## src/rtl/vrf_read_sequencer.sv

```systemverilog
// Purpose: walks one read instruction's {groupIndex, offset} slices into VRF read requests and returns the data in order.
// Latency: inst fire to first req_valid 1 cycle; data fire to out_valid 1 cycle (registered result).
// Backpressure: req_valid is metered by a credit counter; data_ready drops while the result register is full and not draining.
//
// Ports:
//   clock, reset          - clock; synchronous active-high reset
//   inst_*                - instruction offer (accepted only in IDLE)
//   req_*                 - read requests to the read pipe enqueue side
//   data_*                - read data from the read pipe dequeue side
//   out_*                 - registered result stream {bits, index, last}
//   busy                  - an instruction is in flight
module vrf_read_sequencer #(
    parameter int CREDITS    = 4,
    parameter int DATA_WIDTH = 32
) (
    input  logic                  clock,
    input  logic                  reset,
    input  logic                  inst_valid,
    output logic                  inst_ready,
    input  logic [4:0]            inst_vs,
    input  logic [5:0]            inst_count,
    input  logic [3:0]            inst_readSource,
    input  logic [2:0]            inst_instructionIndex,
    output logic                  req_valid,
    input  logic                  req_ready,
    output logic [4:0]            req_vs,
    output logic [1:0]            req_offset,
    output logic [3:0]            req_groupIndex,
    output logic [3:0]            req_readSource,
    output logic [2:0]            req_instructionIndex,
    input  logic                  data_valid,
    output logic                  data_ready,
    input  logic [DATA_WIDTH-1:0] data_bits,
    output logic                  out_valid,
    input  logic                  out_ready,
    output logic [DATA_WIDTH-1:0] out_bits,
    output logic [5:0]            out_index,
    output logic                  out_last,
    output logic                  busy
);

    localparam int CW = $clog2(CREDITS + 1);

    typedef enum logic [1:0] {
        IDLE  = 2'd0,
        ISSUE = 2'd1,
        DRAIN = 2'd2
    } state_t;

    state_t        state;
    state_t        stateNext;
    logic [4:0]    vsQ;
    logic [5:0]    countQ;
    logic [3:0]    readSourceQ;
    logic [2:0]    instructionIndexQ;
    logic [5:0]    idx;
    logic [5:0]    rx;
    logic [CW-1:0] cred;

    logic instFire;
    logic reqFire;
    logic dataFire;
    logic outFire;

    assign inst_ready = (state == IDLE);
    assign busy       = (state != IDLE);
    assign req_valid  = (state == ISSUE) && (cred < CW'(CREDITS));

    // The read pipe stalls its enqueue side while dequeue is blocked, so
    // data_ready must never wait on request activity or the two would deadlock.
    assign data_ready = (state != IDLE) && (cred != '0) && (!out_valid || out_ready);

    assign instFire = inst_valid && inst_ready;
    assign reqFire  = req_valid && req_ready;
    assign dataFire = data_valid && data_ready;
    assign outFire  = out_valid && out_ready;

    assign req_vs               = vsQ;
    assign req_offset           = idx[1:0];
    assign req_groupIndex       = idx[5:2];
    assign req_readSource       = readSourceQ;
    assign req_instructionIndex = instructionIndexQ;

    always_comb begin
        stateNext = state;
        case (state)
            IDLE:    if (instFire) stateNext = ISSUE;
            ISSUE:   if (reqFire && (idx == countQ)) stateNext = DRAIN;
            DRAIN:   if (outFire && out_last) stateNext = IDLE;
            default: stateNext = IDLE;
        endcase
    end

    always_ff @(posedge clock) begin
        if (reset) begin
            state             <= IDLE;
            vsQ               <= '0;
            countQ            <= '0;
            readSourceQ       <= '0;
            instructionIndexQ <= '0;
            idx               <= '0;
            rx                <= '0;
            cred              <= '0;
            out_valid         <= 1'b0;
            out_bits          <= '0;
            out_index         <= '0;
            out_last          <= 1'b0;
        end else begin
            state <= stateNext;

            if (instFire) begin
                vsQ               <= inst_vs;
                countQ            <= inst_count;
                readSourceQ       <= inst_readSource;
                instructionIndexQ <= inst_instructionIndex;
                idx               <= '0;
                rx                <= '0;
            end else begin
                // idx parks on count after the final request
                if (reqFire && (idx != countQ)) idx <= idx + 6'd1;
                if (dataFire) rx <= rx + 6'd1;
            end

            // A request and a returning beat in the same cycle cancel out.
            case ({reqFire, dataFire})
                2'b10:   cred <= cred + CW'(1);
                2'b01:   cred <= cred - CW'(1);
                default: cred <= cred;
            endcase

            if (dataFire) begin
                out_valid <= 1'b1;
                out_bits  <= data_bits;
                out_index <= rx;
                out_last  <= (rx == countQ);
            end else if (outFire) begin
                out_valid <= 1'b0;
            end
        end
    end

endmodule

```

## config.mk

```make
export PLATFORM = sky130hd
export DESIGN_NAME = vrf_read_sequencer
export DESIGN_NICKNAME = d
export VERILOG_FILES = /design/src/rtl/vrf_read_sequencer.sv
export SDC_FILE = /design/constraint.sdc
export NUM_CORES = 1
export LEC_CHECK = 0
export BUFFER_PORTS_ARGS = -buffer_cell sky130_fd_sc_hd__buf_4
export CAP_MARGIN = 10
export CORE_MARGIN = 1.5
export CORE_UTILIZATION = 48
export DETAILED_ROUTE_END_ITERATION = 8
export GPL_TIMING_DRIVEN = 0
export PLACE_DENSITY = 0.82
export SKIP_LAST_GASP = 1
export SLEW_MARGIN = 15
export SYNTH_ARGS = -nofsm -noshare
export SYNTH_HDL_FRONTEND = slang
export SYNTH_SLANG_ARGS = --single-unit
```

## constraint.sdc

```tcl
create_clock -name clock -period 3.1 [get_ports clock]
set_clock_uncertainty 0.15 [all_clocks]
set_input_delay 0.62 -clock clock [delete_from_list [all_inputs] [get_ports clock]]
set_output_delay 0.62 -clock clock [all_outputs]
set_load 0.03 [all_outputs]
```

==> metrics, run 1 <==
TritonRoute pass-1 iters=4; DR iter-0 viols=102; row count=28; min-delay src=out_index[3]$_SDFFE_PP0P_; Setup violations, final=0; RSZ-0062 raised after global routing=false; Yosys reg bits=75; Synth top area share=49.5%; WS Path Type=reg2reg; top cells by area, synth=dfxtp_1 50%, nand2_1 16%, a21oi_1 11%; status=completed; synthesized net count=427; clk slew on worst S/H paths=0.07 ns; Buf/Inv on CP=4; max-slew violations=0; max_cap viols=0; via count=2926; LEAKAGE=1.78 nW; Worst path depth=11; Mapped Cells=367; drt total wl=7470 um; Worst Path Max Fanout=10; Post-DRT Antenna Nets=0; crit-path max cell delay=0.44 ns; CTS tree=yes; Critical Path RT=3.23 ns; Routed WL per cell=13.1 um; yosys warns=0; total CTS buffers=9; post-CTS setup repair buffer count=0; DP HPWL=5420 um; R2R cell count=11; Die Wd=82.5 um; # clock sinks=75; worst slew pin tran=0.636 ns; initial core utilization=50.6%; most used cell, CP=inv_2; VDD IR max=341 uV; Post-Route Setup TNS=0 ns; Max Fclk=374 MHz; Critical Path AT=2.80 ns; Overflow after GRT=0; total power=0.00206 W; Via density=5.12; synth unique cells=35; area of the multi-input gates=0.00141 mm^2; Cell Pwr Density=494 mW/mm^2; Port Buf Inserts=116; post-cts resize count=0; Die Ht=82.5 um; Mapped Area=0.00303 mm^2; final period utilization=86.1%; Area Growth Syn to Fin=37.8%; Final #Nets=554; Final Wtd Congestion=0.833; crit path cell chain=nor2_1 > inv_2 > nand4_4 > inv_2 > buf_4 > ha_1 > inv_1 > fa_1 > xor2_1 > or3_1 > a21oi_1; reg2reg start=state[1]$_SDFFE_PP0P_; CP delay by family, top=simple AND/OR/NAND/NOR gates; CP Launch Point=state[1]$_SDFFE_PP0P_; cell taking the most area after synthesis=dfxtp_1; DRC=0; sequential share of the synthesized area=49.5%; Mean Syn Cell Area=8.26 um^2; register area=0.00150 mm^2; cts hold-fix bufs=0; Fin. Hold Viols=0; R2R Setup Slk=0.43 ns; first-pass GRT wire length=11800 um; Diodes inserted=0; pin count of the biggest net entering global routing=12; Fillers=485; worst r2r dst=cred[2]$_SDFFE_PP0P_; Final Cell Area=0.00418 mm^2; Clock Root Buffer=clkbuf_8; crit path capture type=flop; fraction of layout cells with a size suffix above 1=30.0%; endpoint of the worst hold path=out_index[3]$_SDFFE_PP0P_; CTS H-tree lvls=3; I/O pins=118; Min-Delay Path Class=reg2reg; Clk Latency, worst-skew pair=0.34 ns; vias in the first global route=2714; Die Area=0.00680 mm^2; final core occ=69.7%; critical path's slowest cell=dfxtp_1; antenna violations before repair=0; CTS Buffer Depth=2; overall global routing resource usage=22.7%; crit start category=flop; fin crit period=2.67 ns; hold path cells=2; Relative slew margins=57.5%; Core Region=0.00599 mm^2; Post-DP Area=0.00400 mm^2
==> stage by stage <==
| stage | setup slack [ns] | hold slack (ns) | instances |
|---|---|---|---|
| after floorplan | 0.441 | 0.312 | 367 |
| after global placement | 0.222 | 0.292 | 558 |
| after detailed placement | 0.187 | 0.298 | 558 |
| after CTS | 0.426 | 0.308 | 572 |
| after global routing | 0.267 | 0.321 | 572 |
| final | 0.429 | 0.307 | 572 |
==> layout make-up <==
| type | count | share of cell area, % |
|---|---|---|
| clock buffer | 11 | 3.39 |
| clock inverter | 3 | 0.959 |
| multi-input combinational | 265 | 33.6 |
| inverter | 8 | 0.719 |
| tap | 75 | 2.25 |
| sequential | 75 | 35.9 |
| timing repair buffer | 116 | 20.9 |
| buffer | 19 | 2.25 |
==> power breakdown <==
group / internal, W / switching, W
registers: 0.000997 / 0.0000261
logic: 0.000136 / 0.000190
clock network: 0.000383 / 0.000333
==> synth_stat cells <==
| cell | instances |
|---|---|
| nand2_1 | 128 |
| dfxtp_1 | 75 |
| a21oi_1 | 67 |
| xor2_1 | 12 |
| mux2i_1 | 8 |
| nor2_1 | 8 |
| or3_1 | 8 |
| buf_2 | 6 |
| clkbuf_1 | 6 |
| inv_1 | 6 |
| nand4_1 | 6 |
| buf_4 | 4 |
| buf_1 | 3 |
| ha_1 | 3 |
| nand3_1 | 3 |
| xnor2_1 | 3 |
| inv_2 | 2 |
| o21ai_0 | 2 |
| a2111oi_4 | 1 |
| a21o_1 | 1 |
| a21oi_2 | 1 |
| and3_1 | 1 |
| and4_1 | 1 |
| and4bb_2 | 1 |
| fa_1 | 1 |
| nand2b_1 | 1 |
| nand3b_1 | 1 |
| nand4_4 | 1 |
| nor3b_1 | 1 |
| nor3b_2 | 1 |
| nor4_1 | 1 |
| nor4_4 | 1 |
| o211a_1 | 1 |
| or2_2 | 1 |
| or3_2 | 1 |
==> kinds of logic after synthesis <==
family | Yosys count | share of synthesized area [%]
adder cells (fa/ha/maj) | 4 | 1.90
AO/OA/AOI/OAI | 73 | 13.2
flip-flops | 75 | 49.5
buffers and inverters | 27 | 4.09
XOR/XNOR | 15 | 4.34
AND/OR/NAND/NOR | 165 | 24.3
multiplexers | 8 | 2.64
==> flip-flops by register name (all words and copies together) (netlist names) <==
| signal | flops |
|---|---|
| countQ | 6 |
| cred | 3 |
| idx | 6 |
| out_bits | 32 |
| out_index | 6 |
| out_last | 1 |
| out_valid | 1 |
| req_instructionIndex | 3 |
| req_readSource | 4 |
| req_vs | 5 |
| rx | 6 |
| state | 2 |
==> per-layer routing <==
metal,part of all wire [%],vias up,GRT usage [%],wire length (um)
li1,-,1468,-,-
met1,45,1339,28.1,3330
met2,45,110,37.2,3380
met3,9.1,9,6.81,681
met4,1.2,0,7.97,86
met5,0,-,0,0
==> worst max path at each step <==
stage,slack (ns),to
after floorplan,0.44,cred[2]$_SDFFE_PP0P_
final,0.43,cred[2]$_SDFFE_PP0P_
after global placement,0.22,cred[2]$_SDFFE_PP0P_
after detailed placement,0.19,cred[2]$_SDFFE_PP0P_
after CTS,0.43,cred[2]$_SDFFE_PP0P_
after global routing,0.27,cred[2]$_SDFFE_PP0P_
==> worst register-to-register path, stage by stage, from the launching register on <==
cell and delay, ns:
dfxtp_1 0.44, nor2_1 0.12, inv_2 0.10, nand4_4 0.15, inv_2 0.19, buf_4 0.21, ha_1 0.20, inv_1 0.06
fa_1 0.37, xor2_1 0.16, or3_1 0.31, a21oi_1 0.14
==> placed cells by master (no fill, tap or decap), drive strengths merged <==
master / count
buf: 129
nand2: 128
dfxtp: 75
a21oi: 68
clkbuf: 17
xor2: 12
or3: 9
nor2: 8
mux2i: 8
inv: 8
nand4: 7
xnor2: 3
nand3: 3
ha: 3
o21ai: 2
clkinv: 2
nor3b: 2
nor4: 2
nand2b: 1
and4bb: 1
and3: 1
or2: 1
o211a: 1
nand3b: 1
a2111oi: 1
and4: 1
a21o: 1
fa: 1
bufinv: 1
Power figures use the tool's default switching activity.
==> inputs of run 2 (changes only) <==
--- a/config.mk
+++ b/config.mk
@@ -7,11 +7,12 @@
 export LEC_CHECK = 0
 export BUFFER_PORTS_ARGS = -buffer_cell sky130_fd_sc_hd__buf_4
 export CAP_MARGIN = 10
-export CORE_MARGIN = 1.5
-export CORE_UTILIZATION = 48
+export CORE_MARGIN = 8
+export CORE_UTILIZATION = 50
+export CTS_BUF_LIST = sky130_fd_sc_hd__clkbuf_8
 export DETAILED_ROUTE_END_ITERATION = 8
 export GPL_TIMING_DRIVEN = 0
-export PLACE_DENSITY = 0.82
+export PLACE_DENSITY = 0.85
 export SKIP_LAST_GASP = 1
 export SLEW_MARGIN = 15
 export SYNTH_ARGS = -nofsm -noshare
==> run 2 against run 1 <==
Sequential power hardly changed. Count of clock-buffer cells in the layout decreased by 1. Final cell count is 0.35% higher. Core utilization increased by 1.1 points. Non-clock buffer count did not move. Sequential cell count unchanged. Combinational power rose by 1%. Clock power shrank 9.9%. Maximum frequency decreased by 1.9%. Global-route usage decreased by 3.9 points. Via count up 0.51%. Register-to-register slack lost 0.05 ns. Critical path type unchanged.
==> metrics, run 2 (synthesized netlist as in run 1, its figures left out) <==
status=completed; fraction of layout cells with a size suffix above 1=30.3% (+0.28 points); Largest Register=out_bits; Max Fclk=367 MHz (-1.9%); cts hold-fix bufs=0 (unchanged); P_int=0.00144 W (-5.1%); Sequential Power Share=51.2% (+1.6 points); Largest register FFs=32 (unchanged); # clock sinks=75 (unchanged); Final #Nets=554 (unchanged); commonest non-fill, non-tap cell in the layout=nand2_1; area of the multi-input gates=0.00141 mm^2 (unchanged); CTS Buffer Depth=2 (unchanged); drt total wl=8240 um (+10%); row count=28 (unchanged); CP Launch Point=state[1]$_SDFFE_PP0P_; DRC=0 (unchanged); sw power=0.000560 W (+1.9%); placed cells=558 (unchanged); sw frac=28.0% (+1.4 points); CTS H-tree lvls=3 (unchanged); DP HPWL=6320 um (+17%); Fillers=503 (+3.7%); Clk Latency, worst-skew pair=0.34 ns (about the same); register area=0.00150 mm^2 (unchanged); min-delay src=req_readSource[2]$_SDFFE_PP0P_; Critical Path AT=2.84 ns (+0.04 ns); RSZ-0062 raised after global routing=false; LEAKAGE=1.79 nW (+0.11%); Relative slew margins=60.1% (+2.7 points); antenna violations before repair=0 (unchanged); Via density=5.12 (+0.16%); max-slew violations=0 (unchanged); Diodes inserted=0 (unchanged); most used cells in the layout excluding fill and tap cells=128 x nand2_1, 120 x buf_4, 75 x dfxtp_1, 67 x a21oi_1, 12 x xor2_1; Setup violations, final=0 (unchanged); Routed WL per cell=14.4 um (+9.9%); final core occ=70.8% (+1.1 points); fin crit period=2.72 ns (+0.0513 ns); Overflow after GRT=0 (unchanged); Core Region=0.00589 mm^2 (-1.8%); Worst Path Max Fanout=10 (unchanged); Area Growth Syn to Fin=37.4%; max_cap viols=0 (unchanged); VDD IR max=328 uV (-3.8%); I/O pins=118 (unchanged); Clock Root Buffer=clkbuf_8; Cell Pwr Density=480 mW/mm^2 (-3.0%); Final Wtd Congestion=0.799 (-4.1%); final period utilization=87.8% (+1.7 points); Die Area=0.00881 mm^2 (+30%); total CTS buffers=9 (unchanged); via count=2941 (+0.51%); crit path capture type=flop; pre-CTS setup slack=0.201 ns (+0.0142 ns); post-CTS setup repair buffer count=0 (unchanged); Final WS setup=0.378 ns (-0.0513 ns); clock share of power=32.3% (-2.4 points); Die Ht=93.9 um (+14%); WS Path Type=reg2reg; TritonRoute pass-1 iters=4 (unchanged); vias in the first global route=2894 (+6.6%); R2R Setup Slk=0.38 ns (-0.05 ns); Fin. Hold Viols=0 (unchanged); Die Wd=93.9 um (+14%); fin cells=574 (+0.35%); clk slew on worst S/H paths=0.08 ns (about the same); Min-Delay Path Class=reg2reg; Post-DRT Antenna Nets=0 (unchanged); post-cts resize count=0 (unchanged); Comb power frac=16.5% (+0.7 points); crit start category=flop; first-pass GRT wire length=13400 um (+14%); initial core utilization=51.5% (+0.90 points); total power=0.00200 W (-3.2%); pin count of the biggest net entering global routing=13 (+1); Critical Path RT=3.22 ns (about the same); Post-Route Setup TNS=0 ns (unchanged); reg2reg start=state[1]$_SDFFE_PP0P_; overall global routing resource usage=18.7% (-3.9 points); DR iter-0 viols=117 (+15%); CTS tree=yes; worst slew pin tran=0.596 ns (-0.0399 ns); Port Buf Inserts=116 (unchanged)
## run 2: cell count changes in the layout (fill, tap and decap cells not counted), sizes merged
cell	previous run	this run
bufinv	1	0
clkbuf	17	16
clkinv	2	5
inv	8	9
## run 2: layout make-up
type | instances | area share (%)
buffer | 19 | 2.25
clock buffer | 10 | 3.30
clock inverter | 6 | 0.781
inverter | 8 | 0.721
multi-input combinational | 265 | 33.7
sequential | 75 | 36.0
tap | 75 | 2.25
timing repair buffer | 116 | 20.9
## run 2: per-layer routing
metal	share of wire [%]	GRT usage, %
met5	0	0
met4	1.6	8.06
met3	10	8.63
met2	47	30.7
met1	41	20.3
## run 2: worst paths after layout
| path | end | depth (start not counted) |
|---|---|---|
| setup / recovery | cred[2]$_SDFFE_PP0P_ | 11 |
| hold / removal | req_readSource[2]$_SDFFE_PP0P_ | 2 |
| setup reg to reg | cred[2]$_SDFFE_PP0P_ | 11 |
| hold reg to reg | req_readSource[2]$_SDFFE_PP0P_ | 2 |
## run 2: worst max-delay path: stages, from the launching register on
cell     delay [ns]
dfxtp_1        0.45
nor2_1         0.14
inv_2          0.13
nand4_4        0.17
inv_2          0.19
buf_4          0.21
ha_1           0.20
inv_1          0.06
fa_1           0.37
xor2_1         0.16
or3_1          0.30
a21oi_1        0.13
## run 2: through the flow
step	cell area, um^2	hold WS [ns]
global placement	4000	0.292
global route	4170	0.326
CTS	4170	0.308
finish	4170	0.304
detailed placement	4000	0.298
floorplan	3030	0.312
## run 2: power by group through the flow
stage / clock [W] / sequential, W / combinational (W)
global placement: 0 / 0.00104 / 0.000322
detailed placement: 0 / 0.00105 / 0.000330
global route: 0.000698 / 0.00103 / 0.000358
CTS: 0.000661 / 0.00102 / 0.000331
finish: 0.000645 / 0.00102 / 0.000329
floorplan: 0 / 0.00108 / 0.000149
==> inputs of run 3 (changes only) <==
--- a/config.mk
+++ b/config.mk
@@ -12,8 +12,7 @@
 export CTS_BUF_LIST = sky130_fd_sc_hd__clkbuf_8
 export DETAILED_ROUTE_END_ITERATION = 8
 export GPL_TIMING_DRIVEN = 0
-export PLACE_DENSITY = 0.85
-export SKIP_LAST_GASP = 1
+export PLACE_DENSITY = 0.82
 export SLEW_MARGIN = 15
 export SYNTH_ARGS = -nofsm -noshare
 export SYNTH_HDL_FRONTEND = slang
==> run 3 against run 2 <==
Register-to-register slack better by 0.02 ns. Via count is 2.6% lower. Setup slack better by 0.024 ns. Maximum frequency is 0.89% higher. Sequential share of layout area is 0.47 points lower. Critical path type unchanged. Global-route usage is 0.46 points lower. Non-clock buffer count stayed put.
==> metrics, run 3 (synthesized netlist as in run 1, its figures left out) <==
status=completed; TritonRoute pass-1 iters=4 (unchanged); cts hold-fix bufs=0 (unchanged); Largest register FFs=32 (unchanged); Critical Path RT=3.22 ns (about the same); max-slew violations=0 (unchanged); crit path capture type=flop; Die Ht=93.9 um (unchanged); Min-Delay Path Class=reg2reg; area of the multi-input gates=0.00141 mm^2 (unchanged); Overflow after GRT=0 (unchanged); DRC=0 (unchanged); WL met2=3780 um (-2.1%); Met1 Routed Length=3420 um (+0.41%); fraction of layout cells with a size suffix above 1=30.5% (+0.20 points); Post-DRT Antenna Nets=0 (unchanged); WS Path Type=reg2reg; drt total wl=8220 um (-0.25%); CTS tree=yes; CTS H-tree lvls=3 (unchanged); Critical Path AT=2.82 ns (-0.02 ns); row count=28 (unchanged); Max Fclk=371 MHz (+0.89%); fin crit period=2.70 ns (-0.0241 ns); clk slew on worst S/H paths=0.08 ns (about the same); Post-Route Setup TNS=0 ns (unchanged); clock share of power=38.2% (+5.9 points); overall global routing resource usage=18.3% (-0.46 points); sw frac=26.4% (-1.6 points); final core occ=71.7% (+0.94 points); I/O pins=118 (unchanged); vias in the first global route=2845 (-1.7%); Max Used Layer=met4; post-CTS setup repair buffer count=0 (unchanged); Routed WL per cell=14.3 um (-0.25%); CTS Buffer Depth=2 (unchanged); antenna violations before repair=0 (unchanged); Comb power frac=15.0% (-1.5 points); Clock Root Buffer=clkbuf_8; sw power=0.000577 W (+3.0%); worst slew pin tran=0.647 ns (+0.0509 ns); via count=2864 (-2.6%); most used cells in the layout excluding fill and tap cells=128 x nand2_1, 120 x buf_4, 75 x dfxtp_1, 67 x a21oi_1, 12 x xor2_1; total CTS buffers=9 (unchanged); Largest Register=out_bits; commonest non-fill, non-tap cell in the layout=nand2_1; DR iter-0 viols=159 (+36%); first-pass GRT wire length=13200 um (-1.4%); Final #Nets=554 (unchanged); LEAKAGE=1.81 nW (+1.1%); register area=0.00150 mm^2 (unchanged); initial core utilization=51.5% (unchanged); Sequential Power Share=46.8% (-4.4 points); Fin. Hold Viols=0 (unchanged); Die Area=0.00881 mm^2 (unchanged); Met3 Routed Length=912 um (+8.4%); Relative slew margins=56.7% (-3.4 points); RSZ-0062 raised after global routing=false; max_cap viols=0 (unchanged); P_int=0.00161 W (+12%); Core Region=0.00589 mm^2 (unchanged); Cell Pwr Density=518 mW/mm^2 (+8.0%); Diodes inserted=0 (unchanged); Area Growth Syn to Fin=39.3%; Setup violations, final=0 (unchanged); VDD IR max=397 uV (+21%); pin count of the biggest net entering global routing=14 (+1); Clk Latency, worst-skew pair=0.34 ns (about the same); Port Buf Inserts=116 (unchanged); Via density=4.99 (-2.6%); Die Wd=93.9 um (unchanged); crit start category=flop; Final Wtd Congestion=0.791 (-1.0%); final period utilization=87.0% (-0.78 points); # clock sinks=75 (unchanged); Fillers=498 (-0.99%); post-cts resize count=0 (unchanged); Worst Path Max Fanout=10 (unchanged); DP HPWL=6310 um (-0.19%)
## run 3: cell count changes in the layout (fill, tap and decap cells not counted)
cell / change
clkinv_2: -2
bufinv_16: +2
inv_1: -1
inv_6: +1
## run 3: layout make-up
cell class / instances / area share, %
multi-input combinational: 265 / 33.3
clock buffer: 10 / 3.26
timing repair buffer: 116 / 20.6
inverter: 8 / 0.712
sequential: 75 / 35.6
tap: 75 / 2.22
clock inverter: 6 / 2.08
buffer: 19 / 2.22
## run 3: power by group through the flow
stage                     clock network (W)  registers, W  logic, W
after floorplan                           0       0.00108  0.000149
after global placement                    0       0.00104  0.000323
after detailed placement                  0       0.00105  0.000329
after CTS                          0.000843       0.00102  0.000330
after global routing               0.000890       0.00103  0.000356
final                              0.000835       0.00102  0.000328
## run 3: critical path, stage by stage, from the launching register on
cell and delay [ns]:
dfxtp_1 0.44, nor2_1 0.13, inv_2 0.12, nand4_4 0.16
inv_2 0.20, buf_4 0.21, ha_1 0.20, inv_1 0.06
fa_1 0.37, xor2_1 0.16, or3_1 0.30, a21oi_1 0.14
## run 3: final timing paths
kind | start | end | slack [ns] | cells past startpoint
hold / removal | req_readSource[2]$_SDFFE_PP0P_ | req_readSource[2]$_SDFFE_PP0P_ | 0.31 | 2
setup / recovery | state[1]$_SDFFE_PP0P_ | cred[2]$_SDFFE_PP0P_ | 0.40 | 11
setup reg to reg | state[1]$_SDFFE_PP0P_ | cred[2]$_SDFFE_PP0P_ | 0.40 | 11
hold reg to reg | req_readSource[2]$_SDFFE_PP0P_ | req_readSource[2]$_SDFFE_PP0P_ | 0.31 | 2
## run 3: metrics by stage
| stage | setup WS, ns | area, um^2 | total power, W | std cells | hold WS [ns] |
|---|---|---|---|---|---|
| after floorplan | 0.441 | 3030 | 0.00123 | 367 | 0.312 |
| after detailed placement | 0.167 | 4000 | 0.00137 | 558 | 0.298 |
| after global placement | 0.219 | 4000 | 0.00137 | 558 | 0.292 |
| final | 0.402 | 4220 | 0.00219 | 574 | 0.306 |
| after CTS | 0.383 | 4220 | 0.00220 | 574 | 0.310 |
| after global routing | 0.166 | 4220 | 0.00227 | 574 | 0.323 |
## run 3: routing by layer
metal | global-route usage [%] | vias to the layer above
li1 | - | 1465
met1 | 20.6 | 1291
met2 | 29.3 | 97
met3 | 9.91 | 11
met4 | 4.62 | 0
met5 | 0 | -
